--- config.mk ---
export PLATFORM = sky130hd
export DESIGN_NAME = dipsw_debounce
export DESIGN_NICKNAME = d
export VERILOG_FILES = /design/src/rtl/dipsw_pkg.sv /design/src/rtl/debounce_bit.sv /design/src/rtl/dipsw_debounce.sv
export SDC_FILE = /design/constraint.sdc
export NUM_CORES = 1
export LEC_CHECK = 0
export ABC_AREA = 1
export BUFFER_PORTS_ARGS = -buffer_cell sky130_fd_sc_hd__buf_2
export CAP_MARGIN = 20
export CORE_MARGIN = 2
export CORE_UTILIZATION = 43
export CTS_CLUSTER_DIAMETER = 60
export DETAILED_ROUTE_END_ITERATION = 8
export PLACE_DENSITY = 0.58
export REMOVE_ABC_BUFFERS = 1
export SLEW_MARGIN = 20
export SYNTH_ARGS = -nofsm -noshare
export SYNTH_HDL_FRONTEND = slang
export SYNTH_SLANG_ARGS = --single-unit
--- constraint.sdc ---
create_clock -name clk_clk -period 3.4 [get_ports clk_clk]
set_input_delay 0.68 -clock clk_clk [delete_from_list [all_inputs] [get_ports clk_clk]]
set_output_delay 0.68 -clock clk_clk [all_outputs]
set_load 0.005 [all_outputs]
--- src/rtl/dipsw_pkg.sv ---
// -----------------------------------------------------------------------------
// dipsw_pkg
// Shared types and constants for the DIP switch debouncer.
//   bit_state_t   : per-bit debounce FSM state (IDLE / SETTLE)
//   glb_state_t   : global start-up FSM state (INIT / RUN)
//   STM_EVENT_W   : width of the HPS STM hardware event bus
//   STM_VALID_BIT : position of sw_valid on the STM event bus
// -----------------------------------------------------------------------------
package dipsw_pkg;

    typedef enum logic {
        IDLE   = 1'b0,
        SETTLE = 1'b1
    } bit_state_t;

    typedef enum logic {
        INIT = 1'b0,
        RUN  = 1'b1
    } glb_state_t;

    localparam int unsigned STM_EVENT_W   = 28;
    localparam int unsigned STM_VALID_BIT = 27;

endpackage : dipsw_pkg

--- src/rtl/debounce_bit.sv ---
// -----------------------------------------------------------------------------
// debounce_bit
// One switch bit: SYNC_STAGES-deep synchronizer followed by a debounce counter
// and a two-state FSM. A new level is accepted only after DEBOUNCE_CYCLES
// consecutive samples that differ from the current stable level.
//
// Ports
//   clk_clk     : fabric clock
//   reset_reset : asynchronous active-high reset
//   sw_async    : raw switch pin (asynchronous)
//   run_en      : high while the global FSM is in RUN; enables the bit FSM
//   init_load   : one-cycle strobe at the end of INIT; loads stable from the
//                 synchronized level without generating a change pulse
//   stable      : debounced level
//   change      : one-cycle pulse when stable toggles
// -----------------------------------------------------------------------------
module debounce_bit
    import dipsw_pkg::*;
#(
    parameter int unsigned SYNC_STAGES     = 2,
    parameter int unsigned DEBOUNCE_CYCLES = 50000,
    parameter int unsigned CNT_W           = $clog2(DEBOUNCE_CYCLES)
) (
    input  logic clk_clk,
    input  logic reset_reset,
    input  logic sw_async,
    input  logic run_en,
    input  logic init_load,
    output logic stable,
    output logic change
);

    localparam logic [CNT_W-1:0] CNT_LAST = CNT_W'(DEBOUNCE_CYCLES - 1);

    logic [SYNC_STAGES-1:0] sync_reg;
    logic                   sw_sync;

    bit_state_t             state_reg, state_next;
    logic [CNT_W-1:0]       cnt_reg, cnt_next;
    logic                   stable_reg, stable_next;
    logic                   change_reg, change_next;

    logic                   mismatch;
    logic                   cnt_at_last;

    // Synchronizer: sample enters at bit 0, leaves at the top bit.
    always_ff @(posedge clk_clk or posedge reset_reset) begin
        if (reset_reset) begin
            sync_reg <= '0;
        end else begin
            sync_reg <= {sync_reg[SYNC_STAGES-2:0], sw_async};
        end
    end

    assign sw_sync     = sync_reg[SYNC_STAGES-1];
    assign mismatch    = (sw_sync != stable_reg);
    assign cnt_at_last = (cnt_reg == CNT_LAST);

    // State register
    always_ff @(posedge clk_clk or posedge reset_reset) begin
        if (reset_reset) begin
            state_reg  <= IDLE;
            cnt_reg    <= '0;
            stable_reg <= 1'b0;
            change_reg <= 1'b0;
        end else begin
            state_reg  <= state_next;
            cnt_reg    <= cnt_next;
            stable_reg <= stable_next;
            change_reg <= change_next;
        end
    end

    // Next-state logic
    always_comb begin
        state_next = state_reg;
        if (init_load) begin
            state_next = IDLE;
        end else if (run_en) begin
            case (state_reg)
                IDLE: begin
                    if (mismatch) begin
                        state_next = SETTLE;
                    end
                end
                SETTLE: begin
                    // Bounce back or accept both return to IDLE.
                    if (!mismatch || cnt_at_last) begin
                        state_next = IDLE;
                    end
                end
                default: state_next = IDLE;
            endcase
        end
    end

    // Counter / output logic
    always_comb begin
        cnt_next    = cnt_reg;
        stable_next = stable_reg;
        change_next = 1'b0;
        if (init_load) begin
            // Initial capture is silent: no change pulse.
            stable_next = sw_sync;
            cnt_next    = '0;
        end else if (run_en) begin
            case (state_reg)
                IDLE: begin
                    // The first mismatching sample already counts as one.
                    if (mismatch) begin
                        cnt_next = CNT_W'(1);
                    end
                end
                SETTLE: begin
                    if (!mismatch) begin
                        cnt_next = '0;
                    end else if (cnt_at_last) begin
                        stable_next = ~stable_reg;
                        change_next = 1'b1;
                        cnt_next    = '0;
                    end else begin
                        cnt_next = cnt_reg + CNT_W'(1);
                    end
                end
                default: cnt_next = '0;
            endcase
        end
    end

    assign stable = stable_reg;
    assign change = change_reg;

endmodule : debounce_bit

--- src/rtl/dipsw_debounce.sv ---
// -----------------------------------------------------------------------------
// dipsw_debounce
// Conditions the raw DE0-Nano DIP switch pins for the HPS dipsw PIO. Each bit
// is synchronized and debounced independently; a shared start-up window
// (INIT, DEBOUNCE_CYCLES long) captures the initial switch levels silently and
// then raises sw_valid.
//
// Ports
//   clk_clk      : fabric clock (50 MHz)
//   reset_reset  : asynchronous active-high reset
//   sw_async     : raw switch pins [WIDTH-1:0]
//   sw_stable    : debounced levels, feed dipsw_pio_external_connection_export
//   sw_change    : one-cycle pulse per bit when sw_stable changes
//   sw_valid     : high once the start-up window has completed
//   stm_hwevents : [27:0] registered STM event vector, present only when
//                  DIPSW_DEBOUNCE_STM_EVENT_EN is defined:
//                  [WIDTH-1:0] = sw_change, [2*WIDTH-1:WIDTH] = sw_stable,
//                  [27] = sw_valid, others 0; one cycle behind the sources.
//
// Build option
//   DIPSW_DEBOUNCE_STM_EVENT_EN : adds the stm_hwevents port and register.
// -----------------------------------------------------------------------------
module dipsw_debounce
    import dipsw_pkg::*;
#(
    parameter int unsigned WIDTH           = 4,
    parameter int unsigned SYNC_STAGES     = 2,
    parameter int unsigned DEBOUNCE_CYCLES = 50000
) (
    input  logic                   clk_clk,
    input  logic                   reset_reset,
    input  logic [WIDTH-1:0]       sw_async,
    output logic [WIDTH-1:0]       sw_stable,
    output logic [WIDTH-1:0]       sw_change,
    output logic                   sw_valid
`ifdef DIPSW_DEBOUNCE_STM_EVENT_EN
    ,
    output logic [STM_EVENT_W-1:0] stm_hwevents
`endif
);

    // Derived; not intended as an override point.
    localparam int unsigned      CNT_W     = $clog2(DEBOUNCE_CYCLES);
    localparam logic [CNT_W-1:0] INIT_LAST = CNT_W'(DEBOUNCE_CYCLES - 1);

    glb_state_t       state_reg, state_next;
    logic [CNT_W-1:0] init_cnt_reg, init_cnt_next;
    logic             init_load;
    logic             run_en;

    // Global FSM: state register
    always_ff @(posedge clk_clk or posedge reset_reset) begin
        if (reset_reset) begin
            state_reg    <= INIT;
            init_cnt_reg <= '0;
        end else begin
            state_reg    <= state_next;
            init_cnt_reg <= init_cnt_next;
        end
    end

    // Global FSM: next state. RUN is terminal until reset.
    always_comb begin
        state_next = state_reg;
        case (state_reg)
            INIT:    if (init_cnt_reg == INIT_LAST) state_next = RUN;
            RUN:     state_next = RUN;
            default: state_next = INIT;
        endcase
    end

    // Global FSM: outputs. The last INIT cycle strobes init_load so every
    // bit captures its synchronized level at the same edge.
    always_comb begin
        init_cnt_next = init_cnt_reg;
        init_load     = 1'b0;
        run_en        = 1'b0;
        case (state_reg)
            INIT: begin
                if (init_cnt_reg == INIT_LAST) begin
                    init_load     = 1'b1;
                    init_cnt_next = '0;
                end else begin
                    init_cnt_next = init_cnt_reg + CNT_W'(1);
                end
            end
            RUN:     run_en = 1'b1;
            default: init_cnt_next = '0;
        endcase
    end

    // sw_valid is a direct decode of the state flop.
    assign sw_valid = run_en;

    for (genvar gi = 0; gi < WIDTH; gi++) begin : g_bit
        debounce_bit #(
            .SYNC_STAGES     (SYNC_STAGES),
            .DEBOUNCE_CYCLES (DEBOUNCE_CYCLES),
            .CNT_W           (CNT_W)
        ) u_bit (
            .clk_clk     (clk_clk),
            .reset_reset (reset_reset),
            .sw_async    (sw_async[gi]),
            .run_en      (run_en),
            .init_load   (init_load),
            .stable      (sw_stable[gi]),
            .change      (sw_change[gi])
        );
    end

`ifdef DIPSW_DEBOUNCE_STM_EVENT_EN
    logic [STM_EVENT_W-1:0] stm_reg, stm_next;

    always_comb begin
        stm_next                      = '0;
        stm_next[WIDTH-1:0]           = sw_change;
        stm_next[2*WIDTH-1:WIDTH]     = sw_stable;
        stm_next[STM_VALID_BIT]       = sw_valid;
    end

    always_ff @(posedge clk_clk or posedge reset_reset) begin
        if (reset_reset) begin
            stm_reg <= '0;
        end else begin
            stm_reg <= stm_next;
        end
    end

    assign stm_hwevents = stm_reg;
`endif

endmodule : dipsw_debounce
==> flow_summary.toml <==
[outcome]
outcome = "finished, final reports clean"

[sta]
post-route-min-period_ns = 2.25
slew_viol_final = 0
period_share_pct = 66.1
fmax_mhz = 445
setup_viol = 0
slew_headroom_pct = 48.8
fin_worst_skew_ns = 0.00825
worst_pin_slew_ns = 0.768
rsz0062_at_grt = "false"
fin_setup_tns_ns = 0
holdWs_ns = 0.349
hold_viol = 0

[placement]
place_inst = 1038
hpwl_um = 9430
port_buffers = 14
place.gp.congestion = 0.901

[cts]
cts_buffer_depth = 2
worstSkewPairLatency_ns = 0.35
cts_num_sinks = 101
post_cts_buffers = 0
cts_made_buffers = 9
cts_tree = "yes"
htreeDepth = 3
cts-hold-fix-buffers = 0
clockRootBuffer = "clkbuf_16"
cts_resized = 0
clk_pin_slew_ns = 0.07

[cells_and_area]
antennaDiodeCount = 0
final_core_util_pct = 47.1
nets = 880
layout-drive-gt1-share_pct = 5.96
multi_input_area_mm2 = 0.00295
fillers = 1436
largest_reg_flops = 64
ff_latch_area_mm2 = 0.00253
syn_to_final_growth_pct = 7.62
layout.cells.non_filler = 1053

[pwr]
power_uw = 2230
p_leak_uw = 0.00304
power.density_mw_per_mm2 = 344
vdd_drop_max_mv = 0.229

[worst_setup_path]
critPathCaptureType = "flop"
reg2reg_from = "state_reg"
cp_max_fo = 22
slowest_delay_ns = 0.55
path_common_cell = "nand2_1"
regToRegSetupSlack_ns = 1.15
r2r_end = "g_bit[2].u_bit.cnt_reg[12]"
crit_type = "reg2reg"
setup.worst_path.start_class = "flop"
crit_chain = "inv_2 > nand3_4 > nand2_2 > nand2_1 > nand2_1 > nor2_1"
required_ns = 3.64
crit_arrival_ns = 2.49
r2r_cells = 6
critPathSlowestCell = "dfrtp_1"

[global_routing]
overflow = 0
antenna_found_initial = 0
grt_pass1_wl_um = 23400
track_usage_pct = 19.4
grt_max_degree = 87
grt_pass1_vias = 5087

[synth]
synth.avg_cell_area_um2 = 7.00
synthCells = 861
ys_ff_latch = 101
synth_top_area_share_pct = 41.9
ys_warn_count = 0
synth.area.top_cells = "dfrtp_1 (42%), nand2_1 (15%), nor2_1 (8.3%)"
synthFlopType = "dfrtp_1"
yosysTopAreaCell = "dfrtp_1"
async_reset_ff_share_pct = 100
synth-edff-count = 0
ys_seq_area_share_pct = 41.9
synth.cell_area_mm2 = 0.00603
synthDistinctLibCells = 34

[worst_hold_path]
hold_start = "g_bit[1].u_bit.sync_reg[0]"
holdPathStages = 0
hold_path_end = "g_bit[1].u_bit.sync_reg[1]"
hold_path_class = "reg2reg"

[drt]
topRoutingLayerUsed = "met4"
dr.pass1.iters = 6
wl_met3_um = 418
drt-met1-wl_um = 6490
drt-total-wl_um = 13300
drcViolationCount = 0
drt_iter0_drc = 383
met2_length_um = 6180
wl_per_cell_um = 12.6
via_per_inst = 5.09
postRouteAntennaNets = 0
num_vias = 5356

[die]
ios = 15
coreArea_mm2 = 0.0138
dieWidth_um = 122
num_rows = 43
start_util_pct = 43.8
die_height_um = 122
die_area_mm2 = 0.0150

[run]
cap_violations = 0
placed cells by master, fill, tap and decap left out, types with 14 or more instances in the layout:
master / instances
nand2_1: 233
o21ai_0: 44
nand4_1: 23
nor2_1: 134
buf_2: 14
nor3_1: 27
inv_1: 105
a21oi_1: 18
nand3_1: 81
dfrtp_1: 101
xor2_1: 18
synth_stat cells (9+ instances only):
master and number:
xor2_1 18, inv_1 106, nor3_1 27, buf_4 11
nand3_1 81, nand2_1 233, dfrtp_1 101, nor2_1 134
nand3b_1 9, o21ai_0 44, nand4_1 23, a21oi_1 18
routing by layer:
layer / vias up / track usage, %
met2: 93 / 31.4
met1: 2484 / 26.0
li1: 2759 / -
met5: - / 0
met4: 0 / 6.90
met3: 20 / 3.62
stage by stage:
step           setup WS [ns]  instance area (um^2)
3_3_place_gp            1.23                  6210
4_1_cts                 1.10                  6480
2_1_floorplan         0.0729                  5900
3_5_place_dp            1.13                  6210
5_1_grt                0.926                  6490
6_report                1.15                  6490
worst max-delay path: cells and delay by family, from the launching register on:
kind / cells / cell delay, ns
buffers and inverters: 1 / 0.37
DFF: 1 / 0.55
and+or+nand+nor: 5 / 1.21
worst max path at each step:
stage / start / slack, ns / to / cells past startpoint
after detailed placement: state_reg / 1.13 / g_bit[2].u_bit.cnt_reg[7] / 6
after global routing: state_reg / 0.93 / g_bit[2].u_bit.cnt_reg[12] / 6
after CTS: state_reg / 1.10 / g_bit[2].u_bit.cnt_reg[12] / 6
after global placement: state_reg / 1.23 / g_bit[2].u_bit.cnt_reg[12] / 6
after floorplan: reset_reset / 0.07 / g_bit[0].u_bit.change / 1
final: state_reg / 1.15 / g_bit[2].u_bit.cnt_reg[12] / 6
report_power, final:
| part | internal [uW] | switching (uW) | leakage [uW] |
|---|---|---|---|
| clock network | 530 | 454 | 0.000141 |
| logic | 7.08 | 32.8 | 0.00152 |
| registers | 1210 | 2.99 | 0.00138 |
| total | 1740 | 490 | 0.00304 |
logic make-up after synthesis:
| group | Yosys count | share of synthesized area, % |
|---|---|---|
| and+or+nand+nor | 525 | 37.7 |
| buffers and inverters | 131 | 9.17 |
| DFF | 101 | 41.9 |
| AOI/OAI and AO/OA | 74 | 6.43 |
| xor gates and xnor gates | 25 | 3.76 |
| adders and majority gates | 5 | 1.04 |
cell type report:
class                      count  area share (%)
inverter                     112            6.56
tap                          180            3.47
timing repair buffer          16            1.31
clock inverter                 4           0.366
multi-input combinational    629            45.4
sequential                   101            39.0
clock buffer                  11            3.90
Power figures use the tool's default switching activity.
